### src/rtl/multicycle_controller_pkg.sv
// Shared encodings for the multicycle RISC-V control unit: FSM states, opcodes,
// datapath mux selects and ALUOp classes.
package multicycle_controller_pkg;

  typedef enum logic [3:0] {
    S_FETCH    = 4'd0,
    S_DECODE   = 4'd1,
    S_MEMADR   = 4'd2,
    S_MEMREAD  = 4'd3,
    S_MEMWB    = 4'd4,
    S_MEMWRITE = 4'd5,
    S_EXECR    = 4'd6,
    S_EXECI    = 4'd7,
    S_ALUWB    = 4'd8,
    S_BRANCH   = 4'd9,
    S_JAL      = 4'd10
  } state_t;

  localparam logic [6:0] OP_LOAD   = 7'b0000011;
  localparam logic [6:0] OP_STORE  = 7'b0100011;
  localparam logic [6:0] OP_RTYPE  = 7'b0110011;
  localparam logic [6:0] OP_ITYPE  = 7'b0010011;
  localparam logic [6:0] OP_BRANCH = 7'b1100011;
  localparam logic [6:0] OP_JAL    = 7'b1101111;

  localparam logic [1:0] RES_ALUOUT    = 2'b00;
  localparam logic [1:0] RES_DATA      = 2'b01;
  localparam logic [1:0] RES_ALURESULT = 2'b10;

  localparam logic [1:0] SRCA_PC    = 2'b00;
  localparam logic [1:0] SRCA_OLDPC = 2'b01;
  localparam logic [1:0] SRCA_RD1   = 2'b10;

  localparam logic [1:0] SRCB_RD2  = 2'b00;
  localparam logic [1:0] SRCB_IMM  = 2'b01;
  localparam logic [1:0] SRCB_FOUR = 2'b10;

  localparam logic [1:0] ALUOP_ADD   = 2'b00;
  localparam logic [1:0] ALUOP_SUB   = 2'b01;
  localparam logic [1:0] ALUOP_FUNCT = 2'b10;

  localparam logic [2:0] ALUC_ADD = 3'b000;
  localparam logic [2:0] ALUC_SUB = 3'b001;
  localparam logic [2:0] ALUC_AND = 3'b010;
  localparam logic [2:0] ALUC_OR  = 3'b011;

  // Immediate format selected purely by opcode.
  function automatic logic [1:0] imm_src_of(input logic [6:0] op);
    logic [1:0] imm;
    case (op)
      OP_LOAD, OP_ITYPE: imm = 2'b00;
      OP_STORE:          imm = 2'b01;
      OP_BRANCH:         imm = 2'b10;
      OP_JAL:            imm = 2'b11;
      default:           imm = 2'b00;
    endcase
    return imm;
  endfunction

endpackage

### src/rtl/multicycle_controller_alu_decoder.sv
// Maps ALUOp class plus funct fields to the ALU operation code.
module alu_decoder
  import multicycle_controller_pkg::*;
(
  input  logic [1:0] alu_op,
  input  logic [2:0] funct3,
  input  logic       op5,
  input  logic       funct7_5,
  output logic [2:0] alu_control
);

  // Subtract only for R-type funct7[5]=1; immediate forms always add.
  always_comb begin
    alu_control = ALUC_ADD;
    case (alu_op)
      ALUOP_ADD: alu_control = ALUC_ADD;
      ALUOP_SUB: alu_control = ALUC_SUB;
      ALUOP_FUNCT: begin
        case (funct3)
          3'b000: begin
            if (op5 && funct7_5) begin
              alu_control = ALUC_SUB;
            end else begin
              alu_control = ALUC_ADD;
            end
          end
          3'b110:  alu_control = ALUC_OR;
          3'b111:  alu_control = ALUC_AND;
          default: alu_control = ALUC_ADD;
        endcase
      end
      default: alu_control = ALUC_ADD;
    endcase
  end

endmodule

### src/rtl/multicycle_controller.sv
// Multicycle RISC-V main control FSM (lw, sw, R/I ALU ops, beq/bne, jal).
// Write enables are forced low whenever rst_n is asserted.
module multicycle_controller
  import multicycle_controller_pkg::*;
(
  input  logic       clk,
  input  logic       rst_n,
  input  logic [6:0] op,
  input  logic [2:0] funct3,
  input  logic       funct7_5,
  input  logic       zero,
  input  logic       mem_ready,
  output logic       pc_write,
  output logic       ir_write,
  output logic       mem_write,
  output logic       reg_write,
  output logic       adr_src,
  output logic [1:0] result_src,
  output logic [1:0] alu_src_a,
  output logic [1:0] alu_src_b,
  output logic [1:0] imm_src,
  output logic [2:0] alu_control,
  output logic       illegal_instr
);

  state_t     state_r;
  state_t     next_state_s;
  logic [1:0] alu_op_s;
  logic       pc_write_s;
  logic       ir_write_s;
  logic       mem_write_s;
  logic       reg_write_s;
  logic       illegal_s;

  // State register.
  always_ff @(posedge clk or negedge rst_n) begin
    if (!rst_n) begin
      state_r <= S_FETCH;
    end else begin
      state_r <= next_state_s;
    end
  end

  // Next-state logic.
  always_comb begin
    next_state_s = S_FETCH;
    case (state_r)
      S_FETCH: begin
        if (mem_ready) begin
          next_state_s = S_DECODE;
        end else begin
          next_state_s = S_FETCH;
        end
      end
      S_DECODE: begin
        case (op)
          OP_LOAD, OP_STORE: next_state_s = S_MEMADR;
          OP_RTYPE:          next_state_s = S_EXECR;
          OP_ITYPE:          next_state_s = S_EXECI;
          OP_BRANCH:         next_state_s = S_BRANCH;
          OP_JAL:            next_state_s = S_JAL;
          default:           next_state_s = S_FETCH;
        endcase
      end
      S_MEMADR: begin
        if (op == OP_LOAD) begin
          next_state_s = S_MEMREAD;
        end else begin
          next_state_s = S_MEMWRITE;
        end
      end
      S_MEMREAD: begin
        if (mem_ready) begin
          next_state_s = S_MEMWB;
        end else begin
          next_state_s = S_MEMREAD;
        end
      end
      S_MEMWRITE: begin
        if (mem_ready) begin
          next_state_s = S_FETCH;
        end else begin
          next_state_s = S_MEMWRITE;
        end
      end
      S_EXECR, S_EXECI, S_JAL: next_state_s = S_ALUWB;
      S_MEMWB, S_ALUWB, S_BRANCH: next_state_s = S_FETCH;
      default: next_state_s = S_FETCH;
    endcase
  end

  // Per-state datapath controls; anything a state does not set stays zero.
  always_comb begin
    pc_write_s  = 1'b0;
    ir_write_s  = 1'b0;
    mem_write_s = 1'b0;
    reg_write_s = 1'b0;
    illegal_s   = 1'b0;
    adr_src     = 1'b0;
    result_src  = RES_ALUOUT;
    alu_src_a   = SRCA_PC;
    alu_src_b   = SRCB_RD2;
    alu_op_s    = ALUOP_ADD;
    case (state_r)
      S_FETCH: begin
        alu_src_b  = SRCB_FOUR;
        result_src = RES_ALURESULT;
        ir_write_s = mem_ready;
        pc_write_s = mem_ready;
      end
      S_DECODE: begin
        alu_src_a = SRCA_OLDPC;
        alu_src_b = SRCB_IMM;
        case (op)
          OP_LOAD, OP_STORE, OP_RTYPE, OP_ITYPE, OP_BRANCH, OP_JAL: illegal_s = 1'b0;
          default: illegal_s = 1'b1;
        endcase
      end
      S_MEMADR: begin
        alu_src_a = SRCA_RD1;
        alu_src_b = SRCB_IMM;
      end
      S_MEMREAD: begin
        adr_src = 1'b1;
      end
      S_MEMWB: begin
        result_src  = RES_DATA;
        reg_write_s = 1'b1;
      end
      S_MEMWRITE: begin
        adr_src     = 1'b1;
        mem_write_s = 1'b1;
      end
      S_EXECR: begin
        alu_src_a = SRCA_RD1;
        alu_op_s  = ALUOP_FUNCT;
      end
      S_EXECI: begin
        alu_src_a = SRCA_RD1;
        alu_src_b = SRCB_IMM;
        alu_op_s  = ALUOP_FUNCT;
      end
      S_ALUWB: begin
        reg_write_s = 1'b1;
      end
      S_BRANCH: begin
        alu_src_a = SRCA_RD1;
        alu_op_s  = ALUOP_SUB;
        case (funct3)
          3'b000:  pc_write_s = zero;
          3'b001:  pc_write_s = ~zero;
          default: pc_write_s = 1'b0;
        endcase
      end
      S_JAL: begin
        alu_src_a  = SRCA_OLDPC;
        alu_src_b  = SRCB_FOUR;
        pc_write_s = 1'b1;
      end
      default: begin
        illegal_s = 1'b0;
      end
    endcase
  end

  assign pc_write      = pc_write_s & rst_n;
  assign ir_write      = ir_write_s & rst_n;
  assign mem_write     = mem_write_s & rst_n;
  assign reg_write     = reg_write_s & rst_n;
  assign illegal_instr = illegal_s & rst_n;
  assign imm_src       = imm_src_of(op);

  alu_decoder u_alu_decoder (
    .alu_op      (alu_op_s),
    .funct3      (funct3),
    .op5         (op[5]),
    .funct7_5    (funct7_5),
    .alu_control (alu_control)
  );

endmodule

### config.mk
export PLATFORM = sky130hd
export DESIGN_NAME = multicycle_controller
export DESIGN_NICKNAME = d
export VERILOG_FILES = /design/src/rtl/multicycle_controller_pkg.sv /design/src/rtl/multicycle_controller_alu_decoder.sv /design/src/rtl/multicycle_controller.sv
export SDC_FILE = /design/constraint.sdc
export NUM_CORES = 1
export LEC_CHECK = 0
export CORE_MARGIN = 1
export CORE_UTILIZATION = 43
export DETAILED_ROUTE_END_ITERATION = 8
export PLACE_DENSITY = 0.84
export SKIP_LAST_GASP = 1
export SYNTH_ARGS = -nofsm -noshare
export SYNTH_HDL_FRONTEND = slang
export SYNTH_HIERARCHICAL = 1
export SYNTH_SLANG_ARGS = --single-unit
export TNS_END_PERCENT = 100
### constraint.sdc
create_clock -name clk -period 4.34 [get_ports clk]
set_input_delay 0.868 -clock clk [delete_from_list [all_inputs] [get_ports clk]]
set_output_delay 0.868 -clock clk [all_outputs]
set_load 0.1 [all_outputs]
# ---- Word-level counts from Yosys, hierarchy flattened
# Index checks and enable logic that the tools add are counted.
dict set report classes {
  reduce_logical 13
  bitwise 6
  n_eq_ne 21
  n_mux 22
}
# op count
set ops {}
lappend ops {{$pmux W4 S6} 1}
lappend ops {{$pmux W4 S5} 1}
lappend ops {{$eq A4 B3 Y1 const B} 4}
lappend ops {{$pmux W2 S2} 4}
lappend ops {{$eq A7 B6 Y1 const B} 2}
lappend ops {{$eq A7 B7 Y1 const B} 2}
lappend ops {{$eq A4 B4 Y1 const B} 3}
lappend ops {{$pmux W2 S3} 2}
lappend ops {{$reduce_or A2 Y1} 6}
lappend ops {{$mux W3} 3}
lappend ops {{$eq A4 B2 Y1 const B} 2}
lappend ops {{$mux W1} 8}
lappend ops {{$eq A7 B2 Y1 const B} 1}
lappend ops {{$eq A7 B5 Y1 const B} 1}
lappend ops {{$eq A3 B3 Y1 const B} 2}
lappend ops {{$pmux W3 S2} 1}
lappend ops {{$reduce_or A3 Y1} 2}
lappend ops {{$reduce_or A6 Y1} 1}
lappend ops {{$and A1 B1 Y1} 5}
lappend ops {{$eq A4 B1 Y1 const B} 1}
lappend ops {{$logic_not A4 Y1} 1}
lappend ops {{$reduce_or A4 Y1} 1}
lappend ops {{$eq A3 B1 Y1 const B} 1}
lappend ops {{$logic_not A3 Y1} 1}
lappend ops {{other kinds (6)} 6}
dict set report word_totals {
  inputBits 15
  register_bits 4
  out_inout_bits 17
  word_cells 63
}

# ---- Logic depth before layout (Yosys ltp)
dict set report logic_depth {
  depth_word 5
  mapped_depth 7
  mapped_depth_nobuf 7
}

# ---- Cells and area by module
# Netlist, hierarchy kept.
# mod area_each_um2 instances cells_each seq_area_each_um2
set modules_own_cells {}
lappend modules_own_cells {multicycle_controller 576.8 1 78 100.1}
lappend modules_own_cells {alu_decoder 95.1 1 12 0.0}

# ---- Worst setup path after synthesis
# Ideal clock, no wire load.
dict set report synth_path {
  path_kind {register to output}
  from {register state_r[1]}
  to {output port result_src[0]}
  path_buffers 1
  path_slack_ns -0.074
  arrival_time_ns 3.546
  path_stages_with_launch 3
  required_ns 3.472
  path_cell_list {dfrtp_1 -> buf_4 -> nor4_1}
}
dict set report synth_via {
  elab_chain_cells 2
  word_cells_on_any_way 3
  classes_between {eq/ne (1); mux (1); reduce/logical (1)}
}
# item line
set synth_rtl {}
lappend synth_rtl {{start: declaration} multicycle_controller.sv:26} ;# state_t state_r;
lappend synth_rtl {{start signal: assignment} multicycle_controller.sv:40} ;# state_r <= next_state_s;
lappend synth_rtl {{$eq A4 B3 Y1 / $logic_not A4 Y1 (equally long branches)} multicycle_controller.sv:104} ;# case (state_r)
lappend synth_rtl {{$pmux W2 S2 *} multicycle_controller.sv:104}
lappend synth_rtl {{end: declaration} multicycle_controller.sv:18} ;# output logic [1:0] result_src,
# Mark *: on every way between the ends. The rest lies on a longest branch, timed or not.

# ---- Final worst setup path
dict set report layout_path {
  from {register state_r[0]}
  to {output port alu_control[1]}
}
dict set report layout_via {
  elab_chain_cells 5
  word_cells_on_any_way 8
  classes_between {eq/ne (5); mux (2); reduce/logical (1)}
}
# item line
set layout_rtl {}
lappend layout_rtl {{$eq A4 B3 Y1} multicycle_controller.sv:104}
lappend layout_rtl {{$reduce_or A2 Y1 (no source line)} -}
lappend layout_rtl {{$pmux W2 S2 *} multicycle_controller.sv:104}
lappend layout_rtl {{net alu_op_s[0]} multicycle_controller.sv:28} ;# logic [1:0] alu_op_s;
lappend layout_rtl {{$eq A2 B2 Y1 / $eq A2 B1 Y1 (equally long branches)} multicycle_controller_alu_decoder.sv:15} ;# case (alu_op)
lappend layout_rtl {{$pmux W3 S2 *} multicycle_controller_alu_decoder.sv:15}
lappend layout_rtl {{end: declaration} multicycle_controller.sv:22} ;# output logic [2:0] alu_control,
# Mark *: on every way through the listed nets, which the timed path passes. The rest lies on a longest branch.

==> key figures <==
Status
  • Status: complete, no violations

Power
  • VDD IR-drop max: 180.3 uV
  • Pwr Density: 250.3 nW/um2
  • Static leakage: 0.4053 nW

Logic synthesis
  • Top_reg_cell synth: dfrtp_1
  • Synthesized instance count: 90
  • Largest cells by area after synthesis: dfrtp_1 15%, nor3_1 4.5%, nor2_1 4.5%
  • Seq/Total Area, Yosys: 14.90%
  • List of most frequent post-synthesis cells: 8 x nor2_1, 6 x nor3_1, 5 x inv_1, 5 x nand2_1
  • Synth async-reset ratio: 100.0%
  • Synth cell types: 40
  • Synthesis Warnings: 6
  • Yosys reg bits: 4
  • Syn_area_per_cell: 7.465 um2
  • Most common cell in the synthesized netlist: nor2_1
  • Post-synth EDFFs: 0
  • Net count after synthesis: 107
  • Mapped cell area: 671.9 um2
  • Post-synth top area share: 14.90%
  • Biggest area consumer among synthesized cells: dfrtp_1

STA
  • Final Cycle Share: 76.66%
  • Slew Limit Fails: 0
  • Final setup vio count: 0
  • Crit path time final: 3.327 ns
  • RSZ-0062 raised after global routing: no
  • Slew @ Worst Pin: 0.9627 ns
  • Setup Skew: 0.006117 ns
  • PnR worst setup slack: 1.013 ns
  • Final Hold Fails: 0
  • Worst slew margin: 35.62%
  • Setup_tns: 0 ns
  • Fmax achieved: 300.6 MHz
  • WHS: 0.8071 ns

Global route
  • GRT Resource Usage Total: 22.59%
  • Vias in the first global route: 675
  • Total gr overflow: 0
  • Largest net degree at the start of global routing: 19
  • Initial antenna violation count: 0
  • First-pass GRT wire length: 3.111 mm

Finish
  • Largest register FFs: 4
  • Layout area overhead: 40.22%
  • Layout cells sized above 1: 15.52%
  • Fill cells: 126
  • Largest regs: state_r: 4 flops
  • # diodes: 0
  • Fin nets: 135
  • Top reg by flops: state_r

Place
  • IO Port Bufs: 30
  • Pre-CTS WS: 1.101 ns
  • Hpwl dp: 1.330 mm
  • Final GP Congestion: 0.8603

Clocking
  • Setup Buffers After CTS: 0
  • # hold bufs at CTS: 0
  • CTS tree: built
  • Clk buf depth: 2
  • Post-cts resize count: 0
  • Register clock-pin slew on the reported worst setup and hold paths: 0.05 ns
  • Clock sink count: 4
  • CTS Root Cell: clkbuf_4
  • Total CTS buffers: 3
  • H-tree levels: 1
  • Worst skew pair latency: 0.25 ns

Critical path
  • Worst R2R Setup Slack: 2.81 ns
  • CP startpoint: state_r[0]
  • Crit-path max FO: 15
  • Critical path arrival: 2.46 ns
  • Critical Path RT: 3.47 ns
  • Crit. End Element: output pin
  • Critical path class: flop to output pin
  • FF-to-FF End: state_r[0]
  • Worst r2r path cells: 4
  • Critical Path Sink: alu_control[1]
  • CP startpoint kind: flop
  • R2r startpoint: state_r[0]

Floorplan
  • Row count: 13
  • Core Region: 1383 um2
  • Num ports: 32
  • Die height: 41.53 um
  • Die area: 1725 um2
  • Initial core utilization: 48.60%
  • Die X: 41.53 um

Routing
  • Iter 0 DRT Violations: 28
  • Antenna viol nets, final: 0
  • DR vias/cell: 5.870
  • Router iterations before antenna repair: 4
  • Via count: 769
  • WL final: 1.796 mm
  • Wirelength per Cell: 13.71 um
  • Remaining DRCs: 0

Job
  • Max-cap violations: 0

Worst hold path
  • HP Class: flop to flop
## metal layers
metal / GRT usage (%) / share of wire (%) / up-vias
met2: 34.06 / 48 / 40
met1: 30.85 / 42 / 341
li1: - / - / 383
met5: 0 / 0 / -
met3: 3.478 / 7.3 / 5
met4: 11.61 / 2.3 / 0
## report_power, final
group / internal (mW) / switching, mW / leakage (nW)
Combinational: 0.0397 / 0.0973 / 0.337
Clock: 0.0313 / 0.0213 / 0.0138
Sequential: 0.0391 / 0.00703 / 0.0542
Total: 0.110 / 0.126 / 0.405
## area by class of cell
type	count	area [um2]	area share (%)
sequential	4	100.1	10.62
multi-input combinational	74	511.7	54.32
clock buffer	3	22.52	2.390
inverter	5	18.77	1.992
timing repair buffer	30	270.3	28.69
tap	15	18.77	1.992
## how the worst min path moves through the flow
stage               start  slack (ns)  cells past startpoint         end
2_1_floorplan       rst_n        0.57                      0  state_r[0]
3_3_place_gp   state_r[3]        0.78                      1  state_r[0]
3_5_place_dp   state_r[3]        0.77                      1  state_r[0]
4_1_cts        state_r[3]        0.79                      1  state_r[0]
5_1_grt             rst_n        0.90                      1  state_r[2]
6_report       state_r[3]        0.81                      1  state_r[0]
## through the flow
stage	instances	power [mW]	area [um2]	utilization, %
finish	131	0.2358	942.2	68.14
global route	131	0.2435	942.2	68.14
CTS	131	0.2345	942.2	68.14
detailed placement	128	0.1833	919.6	66.52
global placement	128	0.1817	919.6	66.52
floorplan	90	0.1467	671.9	-
## cells by family (layout without fill, tap and decap cells)
group	after synthesis	count (layout)	share of synthesized area (%)
AND/OR/NAND/NOR	44	44	40.78
AO/OA/AOI/OAI	20	20	21.79
buffers and inverters	12	38	8.937
XOR/XNOR	6	6	7.823
flip-flops	4	4	14.90
adder cells (fa/ha/maj)	2	2	3.724
other	1	1	0.5581
multiplexers	1	1	1.490
## worst max-delay path: stages, from the launching register on
cell and delay, ns:
dfrtp_1 0.61, nor2b_1 0.43, and3_1 0.27, inv_1 0.06
ha_1 0.31, and4b_1 0.25, buf_4 0.28
## placed cells by master (no fill, tap or decap), types with 2 or more instances in the layout
cell type        synthesis  routed
a21o_1                   2       2
a21oi_1                  4       4
and2_1                   2       2
and3_1                   4       4
buf_4                    3      12
clkbuf_4                 0       3
clkdlybuf4s50_1          0      18
dfrtp_1                  4       4
ha_1                     2       2
inv_1                    5       5
nand2_1                  5       5
nand2b_1                 3       3
nand3_1                  2       2
nor2_1                   8       8
nor2b_1                  2       2
nor3_1                   6       6
nor4_1                   2       2
o2111ai_1                2       2
o211ai_1                 2       2
o21ai_0                  2       2
o22ai_1                  2       2
or4_1                    2       2
xnor2_1                  3       3
xor2_1                   3       3
Note: power is estimated with default switching activity, not from simulation.
==> RTL edit (same settings) <==
Encoding of `state_t`: now one-hot (11 bits for 11 states).
--- a/src/rtl/multicycle_controller_pkg.sv
+++ b/src/rtl/multicycle_controller_pkg.sv
@@ -2,18 +2,18 @@
 // datapath mux selects and ALUOp classes.
 package multicycle_controller_pkg;
 
-  typedef enum logic [3:0] {
-    S_FETCH    = 4'd0,
-    S_DECODE   = 4'd1,
-    S_MEMADR   = 4'd2,
-    S_MEMREAD  = 4'd3,
-    S_MEMWB    = 4'd4,
-    S_MEMWRITE = 4'd5,
-    S_EXECR    = 4'd6,
-    S_EXECI    = 4'd7,
-    S_ALUWB    = 4'd8,
-    S_BRANCH   = 4'd9,
-    S_JAL      = 4'd10
+  typedef enum logic [10:0] {
+    S_FETCH    = 11'b00000000001,
+    S_DECODE   = 11'b00000000010,
+    S_MEMADR   = 11'b00000000100,
+    S_MEMREAD  = 11'b00000001000,
+    S_MEMWB    = 11'b00000010000,
+    S_MEMWRITE = 11'b00000100000,
+    S_EXECR    = 11'b00001000000,
+    S_EXECI    = 11'b00010000000,
+    S_ALUWB    = 11'b00100000000,
+    S_BRANCH   = 11'b01000000000,
+    S_JAL      = 11'b10000000000
   } state_t;
 
   localparam logic [6:0] OP_LOAD   = 7'b0000011;
Formal check against the unedited RTL: same outputs for any inputs over 10 cycles, from zero or initial values and one cycle with rst_n low; not proved beyond that.
==> RTL edit against the original RTL <==
- setup slack lost 31 ps
- final cell count increased by 24%
- total power grew 100%
- routed wire length up 19%
- sequential cell count increased by 7
- fmax shrank 0.93%
- area after synthesis increased by 34%
- core utilization is 6.7 points lower
- design area grew 28%
- sequential power increased to 2.8 times the old value
==> RTL edit: results (changes against the original RTL) <==
Critical Path AT 2490 ps (+30 ps); total track usage 22.2% (-0.40 points); Net Count, Synth 121 (+13%); Synth Area in Adders 2.79% (-0.93 points); Reg clk slew, reported paths 70 ps (+20 ps); RR Endpoint state_r[0]; xor/xnor share of the synthesized area 3.91% (-3.9 points); nets 153 (+13%); Rel. slew slack 35.9% (+0.30 points); hold path startpoint state_r[8]; Setup Skew 1.27 ps (-4.85 ps); Fillers 192 (+52%); fin cells 162 (+24%); synth unique cells 39 (-2.5%); largest registers state_r x11; synthesized instance count 104 (+16%); gp weighted congestion 0.807 (-6.2%); outcome complete, no violations; Hold Crit Depth 2 (+1); Avg WL per Cell 13.2 µm (-4.0%); Critical path origin op[5]; register area share after synthesis 30.8% (+16 points); Worst VDD drop 369 µV (+100%); critical path peak fanout 5 (-10); first-pass GRT wire length 3430 µm (+10%); DP HPWL 1780 µm (+34%); post-synthesis compound-gate area fraction 13.2% (-8.5 points); Hold Path Class flop to flop; Placed Cells 158 (+23%); met2 usage 35.9% (+1.8 points); met3 GRT Util 2.64% (-0.84 points); largest net degree at the start of global routing 17 (-2); Synth top cells by count 10 x dfrtp_1, 8 x nor2_1, 8 x nor3_1; hold_ws 677 ps (-130 ps); R2R Setup Slk 2420 ps (-390 ps); hold worst-path end state_r[8]; Vias 880 (+14%); Post-synth ARST share 100% (unchanged); met1 usage 28.5% (-2.4 points); leakage 0.532 nW (+31%); Net Sw Frac 52.6% (-0.67 points); vias in the first global route 806 (+19%); multiplexer share of the synthesized area 0% (-1.5 points); Post-DP Area 1180 µm² (+28%); Iter 0 DRT Violations 10 (-64%); r2r worst-path depth 5 (+1); slowest CP cell clkdlybuf4s50_1; ratio of cells with drive above 1 in the final layout 20.7% (+5.2 points); top cells by area, synth dfrtp_1 28%, nor4_4 4.7%, nor3_1 4.5%; Critical Path Max Stage Delay 480 ps (-130 ps); r2r startpoint state_r[1]; Worst-Skew Late Latency 270 ps (+20 ps)
## RTL edit: logic make-up (layout without fill, tap and decap cells)
kind of cell               count (synthesis)  in the layout
DFF                                       11             11
and+or+nand+nor                           60             60
xor gates and xnor gates                   4              4
other                                      1              1
AOI/OAI and AO/OA                         17             17
adders and majority gates                  2              2
buffers and inverters                      9             40
## RTL edit: power by group through the flow
| stage | clock network (mW) | logic (mW) | registers, mW |
|---|---|---|---|
| after floorplan | 0 | 0.221 | 0.127 |
| after CTS | 0.0725 | 0.284 | 0.128 |
| after global placement | 0 | 0.279 | 0.130 |
| final | 0.0701 | 0.284 | 0.129 |
| after detailed placement | 0 | 0.283 | 0.130 |
| after global routing | 0.0781 | 0.297 | 0.130 |
## RTL edit: tightest hold or removal path, delay by kind of cell, from the launching register on
kind / cells / cell delay (ps)
DFF: 1 / 390
and+or+nand+nor: 2 / 240
## RTL edit: how the worst max path moves through the flow
stage	depth (start not counted)	end
floorplan	5	illegal_instr
global placement	7	illegal_instr
detailed placement	7	illegal_instr
CTS	7	illegal_instr
global route	7	illegal_instr
finish	7	illegal_instr
## RTL edit: metrics by stage
step | worst slack, ps | power (mW)
after global placement | 1060 | 0.409
after CTS | 968 | 0.485
after detailed placement | 983 | 0.414
final | 981 | 0.483
after floorplan | 44.9 | 0.348
after global routing | 831 | 0.505
## RTL edit: per-layer routing
layer | vias to the layer above | routed length (µm)
met5 | - | 0
li1 | 439 | -
met3 | 4 | 43
met4 | 0 | 31
met2 | 20 | 1050
met1 | 417 | 1010
## RTL edit: cell type report
type	instances	area [µm²]	area share (%)
clock buffers	4	26.3	2.18
repair buffers	30	263	21.8
flip-flops and latches	11	277	22.9
multi-input cells	84	584	48.4
inverters	6	22.5	1.87
well taps	27	33.8	2.80
